`config.mk`:
```
export PLATFORM = sky130hd
export DESIGN_NAME = tick_timer
export DESIGN_NICKNAME = d
export VERILOG_FILES = /design/src/rtl/tick_timer.sv
export SDC_FILE = /design/constraint.sdc
export NUM_CORES = 1
export LEC_CHECK = 0
export CAP_MARGIN = 20
export CORE_UTILIZATION = 30
export DETAILED_ROUTE_END_ITERATION = 12
export PLACE_DENSITY_LB_ADDON = 0.1
export SETUP_SLACK_MARGIN = 0.5
export SLEW_MARGIN = 20
export SYNTH_ARGS = -nofsm -noshare
export SYNTH_HDL_FRONTEND = slang
export SYNTH_SLANG_ARGS = --single-unit
```
`constraint.sdc`:
```
create_clock -name i_clk -period 4.5 [get_ports i_clk]
set_clock_uncertainty 0.2 [all_clocks]
set_input_delay 0.675 -clock i_clk [delete_from_list [all_inputs] [get_ports i_clk]]
set_output_delay 0.675 -clock i_clk [all_outputs]
set_load 0.01 [all_outputs]
```
`src/rtl/tick_timer.sv`:
```
// tick_timer: programmable down-counter advanced by prescaler ticks.
// Loads a start value, decrements once per tick, and can be paused,
// resumed and cleared. Expiry gives a one-cycle done pulse and a sticky
// expired flag. All outputs are decoded from registers.
module tick_timer #(
  parameter int N = 4
) (
  input  logic         i_clk,
  input  logic         i_reset_n,
  input  logic         i_tick,
  input  logic [N-1:0] i_load_val,
  input  logic         i_start,
  input  logic         i_stop,
  input  logic         i_clear,
  output logic [N-1:0] o_count,
  output logic         o_busy,
  output logic         o_done,
  output logic         o_expired
);

  typedef enum logic [1:0] {
    IDLE   = 2'd0,
    RUN    = 2'd1,
    PAUSED = 2'd2,
    DONE   = 2'd3
  } state_t;

  state_t       state_q, state_d;
  logic [N-1:0] count_q, count_d;
  logic         done_q, done_d;

  // State, count and done-pulse registers with asynchronous reset.
  always_ff @(posedge i_clk or negedge i_reset_n) begin
    if (!i_reset_n) begin
      state_q <= IDLE;
      count_q <= '0;
      done_q  <= 1'b0;
    end else begin
      state_q <= state_d;
      count_q <= count_d;
      done_q  <= done_d;
    end
  end

  // Next-state logic; command priority is clear > stop > start > tick.
  always_comb begin
    state_d = state_q;
    count_d = count_q;
    done_d  = 1'b0;
    if (i_clear) begin
      // Abort without a done pulse.
      state_d = IDLE;
      count_d = '0;
    end else begin
      unique case (state_q)
        IDLE, DONE: begin
          // Stop has no meaning here, so start acts even when stop is high.
          if (i_start) begin
            count_d = i_load_val;
            if (i_load_val == '0) begin
              // Zero-length timer expires immediately.
              state_d = DONE;
              done_d  = 1'b1;
            end else begin
              state_d = RUN;
            end
          end
        end
        RUN: begin
          // Start is ignored while running; a tick coincident with stop is dropped.
          if (i_stop) begin
            state_d = PAUSED;
          end else if (i_tick) begin
            count_d = count_q - N'(1);
            if (count_q == N'(1)) begin
              state_d = DONE;
              done_d  = 1'b1;
            end
          end
        end
        PAUSED: begin
          // Resume keeps the held count; the load value is not sampled.
          if (!i_stop && i_start) begin
            state_d = RUN;
          end
        end
        default: begin
          state_d = IDLE;
          count_d = '0;
        end
      endcase
    end
  end

  assign o_count   = count_q;
  assign o_busy    = (state_q == RUN) || (state_q == PAUSED);
  assign o_done    = done_q;
  assign o_expired = (state_q == DONE);

endmodule

```
# Yosys cells after proc, flatten, opt, wreduce, memory -nomap -nowiden
# Cells that the tools add are included.
# totals
reg_bits	7
input_bits	10
output_inout_bits	7
# classes
n_addsub	1
eq_ne	10
muxes	20
n_reduce_logical	9
# ops
op	n
2-to-1 mux 4 bit	4
2-to-1 mux 2 bit	7
!= test 3 bit, second input constant	4
!= test 4 bit, second input constant	2
case mux 4 bit (2 select lines)	1
AND reduction 4 bit	2
2-to-1 mux 1 bit	6
case mux 2 bit (3 select lines)	1
== test 2 bit, second input constant	2
== test 4 x 1 -> 1 bit, second input constant	1
zero test 4 bit	1
subtractor 4 x 1 -> 4 bit, second input constant	1
nonzero test 3 bit	1
== test 2 x 1 -> 1 bit, second input constant	1
zero test 2 bit	1
case mux 1 bit (2 select lines)	1
OR reduction 2 bit	1
logical AND 1 bit	1
zero test 1 bit	1
logical OR 1 bit	1

# Logic depth before layout (Yosys ltp)
# depth
word_depth	6
mapped_depth	7
mapped_depth_nobuf	6

# Worst setup path before layout
# No wires, ideal clock.
# synth_path
kind	flip-flop to output port
startpoint	register state_q[0]
endpoint	output port o_busy
arrival_time_ns	0.912
t_required_ns	3.625
path_slack_ns	2.713
stages_incl_launch_ff	5
cell_sequence	dfrtp_1 > inv_1 > ha_1 > buf_6 > inv_1
# synth_between
elab_chain_cells	2
elab_cells_between_ends	3
cone_classes	eq/ne: 2; reduce/logical: 1
# synth_rtl
element	line_no	rtl
start, declared	28	state_t state_q, state_d;
start signal, assigned	39	state_q <= state_d;
== test 2 x 1 -> 1 bit or == test 2 bit (tied branches)	96	assign o_busy = (state_q == RUN) || (state_q == PAUSED);
logical OR 1 bit (*)	96	
end, declared	16	output logic o_busy,
# Every way passes the cells marked *; elsewhere a longest branch is shown, timed or not.

# Final worst setup path
# Ends and elaborated chain as after synthesis.

==> run_results.csv <==
group,metric,value,unit
sta,hold_slack,431,ps
global_routing,grt_max_degree,14,
placed_design,placed_cell_area,712,um^2
sta,finalSetupViolations,0,
clock_tree,postCtsResizedCells,0,
cells_and_area,nNetsFinal,92,
sta,rsz0062_at_grt,"false",
synthesis,syn_avg_cell_area,9.28,um^2
sta,layout_min_cycle_time,2560,ps
clock_tree,cts.htree.levels,1,
placed_design,place_congestion,0.802,
global_routing,grt_pass1_wl,1910,um
global_routing,gr-usage-all-layers,14.1,%
synthesis,synth-seq-area-share,32.6,%
setup_path,rr_startpoint,"state_q[1]$_DFFE_PN0P_",
sta,finalSetupTns,0,ps
floorplanning,coreArea,1590,um^2
status,status,"finished, final reports clean",
setup_path,reg2regPathDepth,6,
route,drt_iter0_markers,11,
cells_and_area,num_antenna_cells,0,
cells_and_area,area_growth,37.2,%
synthesis,synth.area.top_cells,"dfrtp_1 33%, ha_1 12%, mux2i_1 9.3%, nor3_1 4.7%, inv_1 4.2%",
cells_and_area,fill_cells,161,
sta,min_period_over_period,56.9,%
power_and_ir_drop,finalPower,0.442,mW
setup_path,worst_setup_path_start_kind,"register",
setup_path,crit_cells,4,
setup_path,path_buf_inv,3,
floorplanning,initial_utilization,33.8,%
setup_path,path_cells,"inv_1, ha_1, inv_1, clkdlybuf4s50_1",
sta,slew_violations,0,
floorplanning,die-area,1970,um^2
hold_path,hold_path_class,"register to register",
setup_path,cp_max_fo,6,
floorplanning,num_io_pins,17,
clock_tree,cts_buffer_depth,2,
placed_design,port-buffer-count,16,
global_routing,grt_overflow,0,
setup_path,crit_type,"register to output port",
synthesis,synth_cell_types,25,
route,vias_per_cell,4.91,
power_and_ir_drop,leakage,0.307,nW
setup_path,crit_arrival,1690,ps
clock_tree,cts_buffers,3,
setup_path,r2r-end,"o_count[3]$_DFFE_PN0P_",
route,ant_nets,0,
clock_tree,clk_latency,250,ps
setup_path,crit_family,"buffers and inverters",
clock_tree,cts.sinks,7,
global_routing,antenna_found_initial,0,
hold_path,hp-start,"o_count[1]$_DFFE_PN0P_",
setup_path,crit_top_cell,"inv_1",
floorplanning,rows,14,
power_and_ir_drop,power.density,599,nW/um^2
setup_path,critical-path-max-stage-delay,520,ps
sta,fmax,0.390,GHz
cells_and_area,drive_above_1_share,6.58,%
synthesis,netlist_area,538,um^2
clock_tree,tritoncts,"yes",
synthesis,yosysTopAreaCell,"dfrtp_1",
route,drt-pass1-iter-count,4,
synthesis,syn_nets,73,
sta,hold_viol_final,0,
clock_tree,cts_root_buffer,"clkbuf_4",
route,drc,0,
run,maxCapViolCount,0,
global_routing,grt_pass1_vias,430,
setup_path,crit_start,"state_q[0]$_DFFE_PN0P_",
floorplanning,die_h,44.4,um
sta,relSlewSlack,68.5,%
setup_path,required,3620,ps
setup_path,endpoint,"o_busy",
setup_path,rrSetupSlack,2410,ps
floorplanning,dieWidth,44.4,um
cells_and_area,fin_util,46.3,%
clock_tree,ctsHoldBuffers,0,
cells_and_area,final_area,738,um^2
setup_path,cp_slowest_cell,"clkdlybuf4s50_1",
placed_design,post-dp-hpwl,883,um
route,avgRoutedWirePerCell,11.5,um
synthesis,netlist_instances,58,
route,totalWireLength,1150,um
synthesis,synth-seq-cells,7,
synthesis,synth_warnings,0,
clock_tree,clk_pin_slew_worst_paths,50,ps
power_and_ir_drop,ir_worst_vdd,0.303,mV
setup_path,crit_path_end_kind,"output port",
synthesis,synthDominantCellAreaShare,32.6,%
route,vias,491,
clock_tree,post-cts-setup-buffers,0,
sta,worstMarginPinSlew,473,ps
-- routing by layer --
metal  global-route usage, %  share of wire (%)  vias to the layer above
met2                    19.4                 42                       12
met3                    3.67                3.5                        2
met1                    19.3                 53                      225
li1                        -                  -                      252
met5                       0                  0                        -
met4                    9.09                1.1                        0
-- where the power goes --
group / total, mW / leakage (nW) / internal [mW] / switching, mW
Sequential: 0.121 / 0.0935 / 0.0861 / 0.0347
Combinational: 0.265 / 0.198 / 0.135 / 0.130
Clock: 0.0562 / 0.0150 / 0.0338 / 0.0225
Total: 0.442 / 0.307 / 0.255 / 0.187
-- how the worst min path moves through the flow --
stage	slack, ps	depth (start not counted)	end
finish	430	2	o_count[1]$_DFFE_PN0P_
floorplan	180	0	o_count[0]$_DFFE_PN0P_
global placement	410	2	state_q[0]$_DFFE_PN0P_
CTS	430	2	o_count[1]$_DFFE_PN0P_
global route	460	2	o_count[1]$_DFFE_PN0P_
detailed placement	420	2	o_count[1]$_DFFE_PN0P_
-- synthesized netlist by cell type (all sizes together) --
library cell,count
a211oi,1
a21oi,4
a2bb2oi,1
a31o,1
a31oi,2
a32oi,1
and3,1
buf,2
dfrtp,7
ha,5
inv,6
mux2i,5
nand2,2
nand2b,3
nand3b,3
nor2,3
nor2b,1
nor3,5
nor4,2
o21ai,1
o311ai,1
o31ai,1
-- layout by cell type (no fill, tap or decap) --
master and n:
a2bb2oi_1 1, clkbuf_1 1, a32oi_1 1, nor4_1 2, nand2b_1 2, ha_1 5
nand2b_2 1, nor2_1 3, a21oi_4 1, a31oi_1 2, and3_1 1, a211oi_1 1
clkdlybuf4s50_1 16, o31ai_1 1, inv_1 6, mux2i_1 5, o311ai_0 1, nand2_1 2
nand3b_1 3, nor2b_1 1, dfrtp_1 7, a31o_1 1, a21oi_1 3, nor3_1 5
clkbuf_4 3, o21ai_0 1
-- worst reg2reg max path, delay by kind of cell (launching register included) --
family | cells | cell delay [ps]
compound gates | 2 | 390
fa+ha+maj | 1 | 440
buf+inv | 1 | 70
flops | 1 | 420
mux | 2 | 440
-- final cells by class --
| class | count | area (um^2) | share of cell area, % |
|---|---|---|---|
| Clock buffer | 4 | 26.3 | 3.56 |
| Inverter | 6 | 22.5 | 3.05 |
| Multi-Input combinational cell | 43 | 324 | 43.9 |
| Sequential cell | 7 | 175 | 23.7 |
| Tap cell | 24 | 30.0 | 4.07 |
| Timing Repair Buffer | 16 | 160 | 21.7 |
-- kinds of logic (layout without fill, tap and decap cells) --
kind of cell / count (synthesis) / after routing / share of synthesized area [%]
AO/OA/AOI/OAI: 13 / 13 / 18.4
AND/OR/NAND/NOR: 20 / 20 / 20.9
adder cells (fa/ha/maj): 5 / 5 / 11.6
multiplexers: 5 / 5 / 9.30
flip-flops: 7 / 7 / 32.6
buffers and inverters: 8 / 26 / 7.21
-- flip-flops by register name, indices dropped and copies added, names as in the netlist --
signal   cells
o_count      4
o_done       1
state_q      2
-- metrics by stage --
stage,setup slack (ps),cells
floorplan,2710,58
global placement,2210,96
detailed placement,2180,96
CTS,1920,100
global route,1840,100
finish,1940,100
Note: power is estimated with default switching activity, not from simulation.
